<file path="src/rtl/switch_debounce.sv">
// Multi-channel switch conditioner: two-flop synchroniser, per-channel stability
// counter FSM, registered clean level plus single-cycle rise/fall strobes.
module switch_debounce #(
  parameter int unsigned CHANNELS  = 4,
  parameter int unsigned COUNT_MAX = 1000000
) (
  input  logic                CLK,
  input  logic                RST_N,
  input  logic [CHANNELS-1:0] SW,
  output logic [CHANNELS-1:0] LEVEL,
  output logic [CHANNELS-1:0] RISE,
  output logic [CHANNELS-1:0] FALL
);

  localparam int unsigned CNT_W = $clog2(COUNT_MAX);
  localparam logic [CNT_W-1:0] CNT_LAST = CNT_W'(COUNT_MAX - 1);

  localparam logic [1:0] STABLE_LOW  = 2'd0;
  localparam logic [1:0] PEND_HIGH   = 2'd1;
  localparam logic [1:0] STABLE_HIGH = 2'd2;
  localparam logic [1:0] PEND_LOW    = 2'd3;

  logic [CHANNELS-1:0] s1;
  logic [CHANNELS-1:0] s2;
  logic [1:0]          state     [CHANNELS];
  logic [1:0]          state_nxt [CHANNELS];
  logic [CNT_W-1:0]    cnt       [CHANNELS];
  logic [CNT_W-1:0]    cnt_nxt   [CHANNELS];
  logic [CHANNELS-1:0] level_nxt;
  logic [CHANNELS-1:0] rise_nxt;
  logic [CHANNELS-1:0] fall_nxt;

  // Two-flop synchroniser; only s2 reaches the FSM.
  always_ff @(posedge CLK or negedge RST_N) begin
    if (!RST_N) begin
      s1 <= '0;
      s2 <= '0;
    end else begin
      s1 <= SW;
      s2 <= s1;
    end
  end

  // State, counter and registered outputs.
  always_ff @(posedge CLK or negedge RST_N) begin
    if (!RST_N) begin
      for (int unsigned i = 0; i < CHANNELS; i++) begin
        state[i] <= STABLE_LOW;
        cnt[i]   <= '0;
      end
      LEVEL <= '0;
      RISE  <= '0;
      FALL  <= '0;
    end else begin
      for (int unsigned i = 0; i < CHANNELS; i++) begin
        state[i] <= state_nxt[i];
        cnt[i]   <= cnt_nxt[i];
      end
      LEVEL <= level_nxt;
      RISE  <= rise_nxt;
      FALL  <= fall_nxt;
    end
  end

  // Next-state logic; counter is zero outside the pending states.
  always_comb begin
    level_nxt = LEVEL;
    rise_nxt  = '0;
    fall_nxt  = '0;
    for (int unsigned i = 0; i < CHANNELS; i++) begin
      state_nxt[i] = state[i];
      cnt_nxt[i]   = '0;
      case (state[i])
        STABLE_LOW: begin
          if (s2[i]) state_nxt[i] = PEND_HIGH;
        end
        PEND_HIGH: begin
          if (!s2[i]) begin
            state_nxt[i] = STABLE_LOW;
          end else if (cnt[i] == CNT_LAST) begin
            state_nxt[i] = STABLE_HIGH;
            level_nxt[i] = 1'b1;
            rise_nxt[i]  = 1'b1;
          end else begin
            cnt_nxt[i] = CNT_W'(cnt[i] + 1'b1);
          end
        end
        STABLE_HIGH: begin
          if (!s2[i]) state_nxt[i] = PEND_LOW;
        end
        PEND_LOW: begin
          if (s2[i]) begin
            state_nxt[i] = STABLE_HIGH;
          end else if (cnt[i] == CNT_LAST) begin
            state_nxt[i] = STABLE_LOW;
            level_nxt[i] = 1'b0;
            fall_nxt[i]  = 1'b1;
          end else begin
            cnt_nxt[i] = CNT_W'(cnt[i] + 1'b1);
          end
        end
        default: state_nxt[i] = STABLE_LOW;
      endcase
    end
  end

endmodule
</file>
<file path="config.mk">
export PLATFORM = sky130hd
export DESIGN_NAME = switch_debounce
export DESIGN_NICKNAME = d
export VERILOG_FILES = /design/src/rtl/switch_debounce.sv
export SDC_FILE = /design/constraint.sdc
export NUM_CORES = 1
export LEC_CHECK = 0
export ABC_AREA = 1
export CAP_MARGIN = 15
export CELL_PAD_IN_SITES_DETAIL_PLACEMENT = 1
export CELL_PAD_IN_SITES_GLOBAL_PLACEMENT = 1
export CORE_ASPECT_RATIO = 0.9
export CORE_MARGIN = 2
export CORE_UTILIZATION = 47
export CTS_BUF_LIST = sky130_fd_sc_hd__clkbuf_4 sky130_fd_sc_hd__clkbuf_8
export DETAILED_ROUTE_END_ITERATION = 8
export PLACE_DENSITY = 0.9
export SLEW_MARGIN = 20
export SYNTH_ARGS = -nofsm -noshare
export SYNTH_HDL_FRONTEND = slang
export SYNTH_SLANG_ARGS = --single-unit
</file>
<file path="constraint.sdc">
create_clock -name CLK -period 1.75 [get_ports CLK]
set_input_delay 0.175 -clock CLK [delete_from_list [all_inputs] [get_ports CLK]]
set_output_delay 0.175 -clock CLK [all_outputs]
set_load 0.005 [all_outputs]
</file>
# Yosys cells after proc, flatten, opt, wreduce, memory -nomap -nowiden
# Cells that the tools add are included.
# word_totals
word_cells,168
register_bits,108
# op_classes
n_mux,84
n_reduce_logical,16
n_eq_ne,48
n_addsub,4
# ops
op,count
$mux W20,12
$pmux W20 S2,4
$add A20 B1 Y20 const B,4
$eq A20 B20 Y1 const B,4
$mux W2,24
$ne A2 B2 Y1 const B,24
$mux W1,36
$pmux W2 S4,4
$ne A3 B3 Y1 const B,8
$reduce_and A5 Y1,4
$eq A2 B2 Y1 const B,8
$reduce_and A4 Y1,4
$eq A2 B1 Y1 const B,4
$logic_not A2 Y1,4
$pmux W1 S2,4
$reduce_bool A2 Y1,4

# Longest topological paths before layout
# Gate-level depths: netlist of run 1.
# logic_depth
ltp_word,4
ltp_mapped,9

# Worst setup path before layout of run 1
# Ideal clock, no wire load.
# synth_timing
path_type,register -> register
start,reg cnt[40] (netlist bit)
end,reg cnt[53] (netlist bit)
t_arrival_ps,1398
setup_ps,121
required_ps,1629
path_slack_ps,231
path_stages_with_launch,10
n_path_buf,1
path_cell_list,dfrtp_1 > ha_1 > nand3_2 > inv_2 > nand3_2 > nor2_4 > nor2_8 > inv_4 > buf_12 > nor2_2
# synth_lines
item,line,source
"start, declared",27,logic [CNT_W-1:0] cnt [CHANNELS];
"start signal, assigned by index",57,cnt[i] <= cnt_nxt[i];

==> insert_results.sql, run 1 <==
INSERT INTO impl_metrics (metric_group, metric, value, unit) VALUES
('min_path', 'min_path_type', 'input port to async pin', ''),
('timing', 'final_hold_viol_count', '0', ''),
('clock_tree', 'cts_setup_buffers', '0', ''),
('finish', 'area_delta_synth_final', '11.6', '%'),
('clock_tree', 'cts-root-to-sink-buffers', '2', ''),
('timing', 'unrepaired_setup_endpoints_after_global_routing', 'false', ''),
('global_routing', 'grt.total_usage', '25.4', '%'),
('status', 'run_status', 'completed', ''),
('power_and_ir_drop', 'max_vdd_drop', '0.416', 'mV'),
('global_routing', 'grt_first_pass_wirelength', '26100', 'um'),
('die', 'core_area', '0.0120', 'sq mm'),
('clock_tree', 'clkSlewWorstSetupHoldPaths', '110', 'ps'),
('die', 'boundaryPins', '18', ''),
('routing', 'postRouteWirelength', '15600', 'um'),
('power_and_ir_drop', 'cellLeakagePower', '2.73', 'nW'),
('clock_tree', 'clk_root_buffer_cell', 'sky130_fd_sc_hd__clkbuf_8', ''),
('die', 'design.die.area', '0.0132', 'sq mm'),
('synth', 'postSynthRegisterBits', '108', ''),
('synth', 'yosysTopAreaCellShare', '46.8', '%'),
('placed_design', 'placement.io_buffers', '17', ''),
('critical_path', 'critical_path_arrival', '1910', 'ps'),
('die', 'die_height', '109', 'um'),
('routing', 'drt_wl_cell', '15.9', 'um'),
('power_and_ir_drop', 'power.density_cell_area', '686', 'mW/mm^2'),
('critical_path', 'cp_max_fo', '8', ''),
('die', 'die_width', '121', 'um'),
('placed_design', 'post-place-cells', '963', ''),
('die', 'placement_rows', '38', ''),
('critical_path', 'timing.critical_path.to_type', 'register', ''),
('global_routing', 'grt_antenna_before_repair', '0', ''),
('synth', 'ys_warn_count', '0', ''),
('timing', 'fin_worst_hold_slack', '192', 'ps'),
('clock_tree', 'htree_levels', '3', ''),
('routing', 'drt_iter0_markers', '318', ''),
('timing', 'report.final.setup_viol', '0', ''),
('synth', 'syn_area_per_cell', '7.40', 'sq um'),
('synth', 'syn-instance-count', '780', ''),
('timing', 'fin_worst_skew', '13.2', 'ps'),
('timing', 'fin_max_slew_vios', '0', ''),
('routing', 'num_vias', '5136', ''),
('synth', 'cells_taking_the_most_area_after_synthesis', 'sky130_fd_sc_hd__dfrtp_1 47%, sky130_fd_sc_hd__nand2_1 12%, sky130_fd_sc_hd__nor2_1 12%, sky130_fd_sc_hd__inv_1 6.1%, sky130_fd_sc_hd__nand3_1 3.7%', ''),
('global_routing', 'grt_start_max_net_pins', '48', ''),
('clock_tree', 'tritoncts_clock_tree', 'yes', ''),
('timing', 'tns', '0', 'ps'),
('timing', 'final.period_utilization', '92.4', '%'),
('synth', 'post_synthesis_sequential_area_ratio', '46.8', '%'),
('placed_design', 'post_dp_cell_area', '0.00619', 'sq mm'),
('placed_design', 'finalWeightedCongestion', '0.897', ''),
('finish', 'final_layout_size_suffix_gt1_share', '9.27', '%'),
('routing', 'postRouteAntennaNets', '0', ''),
('routing', 'remaining_drcs', '0', ''),
('clock_tree', 'numCtsBuffers', '9', ''),
('finish', 'final_cell_area', '0.00644', 'sq mm'),
('power_and_ir_drop', 'finalPower', '4.42', 'mW'),
('critical_path', 'worstSetupPathType', 'register to register', ''),
('synth', 'synth_area', '0.00577', 'sq mm'),
('critical_path', 'critical_path.cell_chain', 'ha_1 -> nand2_2 -> nor2_4 -> inv_2 -> nor2_1 -> nand3_2 -> nand2_2 -> nor2_1', ''),
('clock_tree', 'clk-insertion-delay-late', '400', 'ps'),
('global_routing', 'vias_in_the_first_global_route', '5466', ''),
('routing', 'post_dr_vias_cell', '5.24', ''),
('critical_path', 'cp_data_required_time', '2050', 'ps'),
('placed_design', 'detailed_place_hpwl', '11800', 'um'),
('finish', 'final_net_count', '826', ''),
('clock_tree', 'cts.sinks', '108', ''),
('critical_path', 'cpMaxStageDelayCell', 'sky130_fd_sc_hd__dfrtp_2', ''),
('timing', 'fmax', '619', 'MHz'),
('die', 'initial_core_utilization', '48.0', '%'),
('finish', 'most-common-layout-cells', '192 x sky130_fd_sc_hd__nand2_1, 182 x sky130_fd_sc_hd__nor2_1, 107 x sky130_fd_sc_hd__dfrtp_1', ''),
('synth', 'netlist-cell-type-count', '35', ''),
('timing', 'slew-limit-headroom', '68.1', '%'),
('critical_path', 'max_stage_delay', '420', 'ps');
stage by stage:
stage	setup WS, ps	utilization, %
finish	134	53.5
CTS	4.58	53.3
global placement	160	51.4
global route	26.8	53.5
floorplan	231	-
detailed placement	41.7	51.4
Yosys cell counts, drive strengths merged:
| cell | instances |
|---|---|
| a21boi | 1 |
| a21o | 1 |
| a21oi | 17 |
| a31o | 1 |
| a31oi | 1 |
| buf | 4 |
| dfrtp | 108 |
| ha | 4 |
| inv | 98 |
| nand2 | 199 |
| nand3 | 46 |
| nand3b | 1 |
| nand4 | 15 |
| nor2 | 207 |
| nor3 | 27 |
| nor4 | 1 |
| o21a | 1 |
| o21ai | 16 |
| o21bai | 1 |
| or2 | 5 |
| xnor2 | 7 |
| xor2 | 19 |
registers in the layout, indices dropped and copies added, names as in the netlist, named ones only:
signal  flops
FALL        4
LEVEL       4
RISE        4
cnt        80
s1          4
state       4
s2          4
path summary, 6_finish.rpt:
path | from | end | slack, ps | cells after the start
setup / recovery | cnt[0] | cnt[18] | 130 | 8
hold / removal | RST_N | cnt[74] | 190 | 2
setup reg to reg | cnt[0] | cnt[18] | 130 | 8
hold reg to reg | s1[2] | s2[2] | 360 | 0
max in group asynchronous | RST_N | cnt[0] | 980 | 3
min in group CLK | SW[0] | s1[0] | 220 | 1
repair_timing:
action | 4_1_cts | 5_1_grt
endpoints found under the setup margin | 0 | 28
gates resized for setup | 0 | 9
hold buffers | 1 | 0
hold endpoints to repair | 18 | 0
critical path, delay by kind of cell, from the launching register on:
family	cells	cell delay [ps]
adders and majority gates	1	190
DFF	1	420
and+or+nand+nor	6	840
buffers and inverters	1	60
final cells by class:
| cell class | count | area, sq um |
|---|---|---|
| tap | 160 | 200 |
| sequential | 108 | 2700 |
| clock inverter | 4 | 75.1 |
| fill | 1554 | 5590 |
| inverter | 98 | 370 |
| timing repair buffer | 28 | 278 |
| clock buffer | 11 | 139 |
| multi-input combinational | 571 | 2680 |
power by group:
group          switching [mW]  total, mW  internal (mW)
logic                   0.128      0.179         0.0510
registers              0.0194       2.54           2.52
clock network           0.875       1.71          0.831
total                    1.02       4.42           3.40
routing by layer:
layer | wire length [um] | share of wire [%] | global-route usage (%) | vias up
met5 | 0 | 0 | 0 | -
met4 | 301 | 1.9 | 8.39 | 0
met3 | 468 | 3.0 | 5.75 | 22
met2 | 7920 | 51 | 45.0 | 85
met1 | 6890 | 44 | 30.8 | 2545
li1 | - | - | - | 2484
kinds of logic after synthesis:
logic type                 count (synthesis)  synth area share [%]
adders and majority gates                  4                 0.868
xor gates and xnor gates                  26                  3.95
AOI/OAI and AO/OA                         39                  3.64
buffers and inverters                    102                  7.29
DFF                                      108                  46.8
and+or+nand+nor                          501                  37.4
Power figures use the tool's default switching activity.
==> run 2: changes to the inputs <==
- CORE_MARGIN: 2 -> unset
- clock period: 1.75 -> 1.8 ns (I/O delays scaled with it)
==> run 2 against run 1 <==
Against the previous run:
- clock skew rose by 2.2 ps
- combinational power fell by 6%
- global-route usage rose by 0.39 points
- sequential share of layout area rose by 0.42 points
- maximum frequency fell by 4.0%
- highest routed layer unchanged
- die area fell by 3.5%
- design area fell by 0.99%
- worst hold slack improved by 30 ps
- worst setup slack got worse by 16 ps
- via count fell by 0.74%
- critical path depth did not move
- largest power group unchanged
- largest cell class unchanged
- sequential cell count did not move
==> insert_results.sql, run 2 (synthesized netlist as in run 1, its figures left out) <==
INSERT INTO impl_metrics (metric_group, metric, value, unit) VALUES
('routing', 'num_vias', '5098', ''),
('timing', 'fin_max_slew_vios', '0', ''),
('finish', 'final_cell_area', '0.00638', 'sq mm'),
('die', 'die_height', '107', 'um'),
('placed_design', 'post_place_setup_slack', '38.5', 'ps'),
('critical_path', 'critical_path.most_common_cell', 'sky130_fd_sc_hd__nand3_2', ''),
('die', 'core_area', '0.0120', 'sq mm'),
('placed_design', 'post_dp_cell_area', '0.00616', 'sq mm'),
('placed_design', 'placement.io_buffers', '17', ''),
('clock_tree', 'cts_setup_buffers', '0', ''),
('global_routing', 'grt_remaining_overflow', '0', ''),
('clock_tree', 'cts.sinks', '108', ''),
('critical_path', 'worst-path-buf-inv', '2', ''),
('global_routing', 'grt_start_max_net_pins', '62', ''),
('critical_path', 'critical_path_arrival', '1960', 'ps'),
('power_and_ir_drop', 'max_vdd_drop', '0.456', 'mV'),
('finish', 'most-common-layout-cells', '192 x sky130_fd_sc_hd__nand2_1, 185 x sky130_fd_sc_hd__nor2_1, 107 x sky130_fd_sc_hd__dfrtp_1', ''),
('power_and_ir_drop', 'finalPower', '4.11', 'mW'),
('clock_tree', 'clkSlewWorstSetupHoldPaths', '100', 'ps'),
('routing', 'postRouteAntennaNets', '0', ''),
('critical_path', 'critical_path.cell_chain', 'ha_2 -> nand3_2 -> inv_2 -> nand3_2 -> nor2_4 -> nor2_8 -> inv_4 -> nor2_1', ''),
('placed_design', 'detailed_place_hpwl', '11200', 'um'),
('timing', 'final_hold_viol_count', '0', ''),
('die', 'placement_rows', '38', ''),
('critical_path', 'cp-start-kind', 'register', ''),
('routing', 'drt_iter0_markers', '207', ''),
('critical_path', 'max_stage_delay', '430', 'ps'),
('timing', 'fin_worst_skew', '15.3', 'ps'),
('clock_tree', 'numCtsBuffers', '9', ''),
('clock_tree', 'htree_levels', '3', ''),
('timing', 'unrepaired_setup_endpoints_after_global_routing', 'false', ''),
('critical_path', 'worstSetupPathType', 'register to register', ''),
('timing', 'finalWorstPathRequiredPeriod', '1680', 'ps'),
('timing', 'report.final.setup_viol', '0', ''),
('routing', 'post_dr_vias_cell', '5.22', ''),
('routing', 'remaining_drcs', '0', ''),
('global_routing', 'vias_in_the_first_global_route', '5545', ''),
('run', 'cap_viol_max_count', '0', ''),
('power_and_ir_drop', 'cellLeakagePower', '2.70', 'nW'),
('timing', 'slew-limit-headroom', '63.2', '%'),
('timing', 'worst_slack', '117', 'ps'),
('clock_tree', 'clk-insertion-delay-late', '390', 'ps'),
('placed_design', 'finalWeightedCongestion', '0.879', ''),
('finish', 'commonest_non_fill_non_tap_cell_in_the_layout', 'sky130_fd_sc_hd__nand2_1', ''),
('critical_path', 'timing.critical_path.to_type', 'register', ''),
('timing', 'fmax', '594', 'MHz'),
('die', 'design.die.area', '0.0127', 'sq mm'),
('routing', 'drt_wl_cell', '15.3', 'um'),
('min_path', 'min_path_type', 'input port to register', ''),
('critical_path', 'cp_max_fo', '11', ''),
('timing', 'tns', '0', 'ps'),
('global_routing', 'grt.total_usage', '25.8', '%'),
('die', 'initial_core_utilization', '48.0', '%'),
('finish', 'final_layout_size_suffix_gt1_share', '8.57', '%'),
('global_routing', 'grt_antenna_before_repair', '0', ''),
('timing', 'fin_worst_hold_slack', '223', 'ps'),
('critical_path', 'critical-path-top-delay-family', 'simple AND/OR/NAND/NOR gates', ''),
('critical_path', 'cpMaxStageDelayCell', 'sky130_fd_sc_hd__dfrtp_2', ''),
('finish', 'final_net_count', '822', ''),
('critical_path', 'cp_data_required_time', '2080', 'ps'),
('timing', 'final.period_utilization', '93.5', '%'),
('status', 'run_status', 'completed', ''),
('power_and_ir_drop', 'power.density_cell_area', '644', 'mW/mm^2'),
('die', 'boundaryPins', '18', ''),
('clock_tree', 'cts-root-to-sink-buffers', '2', ''),
('finish', 'largest_register_ffs', '80', ''),
('finish', 'area_delta_synth_final', '10.5', '%'),
('clock_tree', 'clk_root_buffer_cell', 'sky130_fd_sc_hd__clkbuf_8', ''),
('timing', 'worstMarginPinSlew', '547', 'ps'),
('routing', 'postRouteWirelength', '15000', 'um'),
('finish', 'regMostFlops', 'cnt', ''),
('global_routing', 'grt_first_pass_wirelength', '26000', 'um'),
('clock_tree', 'tritoncts_clock_tree', 'yes', ''),
('finish', 'antenna-diode-count', '0', ''),
('routing', 'drt-pass1-iter-count', '4', ''),
('die', 'die_width', '119', 'um');
run 2: cell count changes in the layout (fill, tap and decap cells not counted), moves of 2 or more:
cell and change:
sky130_fd_sc_hd__nor2_2 -3, sky130_fd_sc_hd__buf_4 -3, sky130_fd_sc_hd__nor2_1 +3, sky130_fd_sc_hd__bufinv_16 -2
run 2: power by group:
| group | switching [mW] | internal [mW] | total, mW |
|---|---|---|---|
| sequential | 0.0205 | 2.45 | 2.47 |
| combinational | 0.120 | 0.0495 | 0.169 |
| clock | 0.897 | 0.575 | 1.47 |
run 2: timing repair:
| item | CTS | global route |
|---|---|---|
| resized for setup | 0 | 5 |
| hold endpoints to repair | 108 | 0 |
| setup endpoints to repair | 0 | 32 |
| hold buffers | 1 | 0 |
run 2: layer usage:
metal	part of all wire, %	vias to the layer above	GRT usage [%]
met5	0	-	0
met4	1.7	0	9.95
met3	3.0	22	4.52
met2	51	82	44.9
met1	45	2511	32.0
li1	-	2483	-
run 2: path summary, 6_finish.rpt:
kind	from	endpoint	slack [ps]	cells past startpoint
max	cnt[40]	cnt[52]	120	8
min	SW[1]	s1[1]	220	1
max reg2reg	cnt[40]	cnt[52]	120	8
min reg2reg	s1[2]	s2[2]	360	0
max in group asynchronous	RST_N	cnt[40]	1150	3
min in group asynchronous	RST_N	state[6]	310	3
run 2: stage by stage:
| stage | std cells | utilization (%) |
|---|---|---|
| after floorplan | 780 | - |
| after global placement | 960 | 51.2 |
| after detailed placement | 960 | 51.2 |
| after CTS | 977 | 52.9 |
| after global routing | 977 | 53.0 |
| final | 977 | 53.0 |
run 2: cell type report:
class                      instances  area [sq um]
fill                            1555          5650
sequential                       108          2700
multi-input combinational        570          2660
inverter                          98           370
timing repair buffer              25           255
tap                              160           200
clock buffer                      11           145
clock inverter                     5          43.8
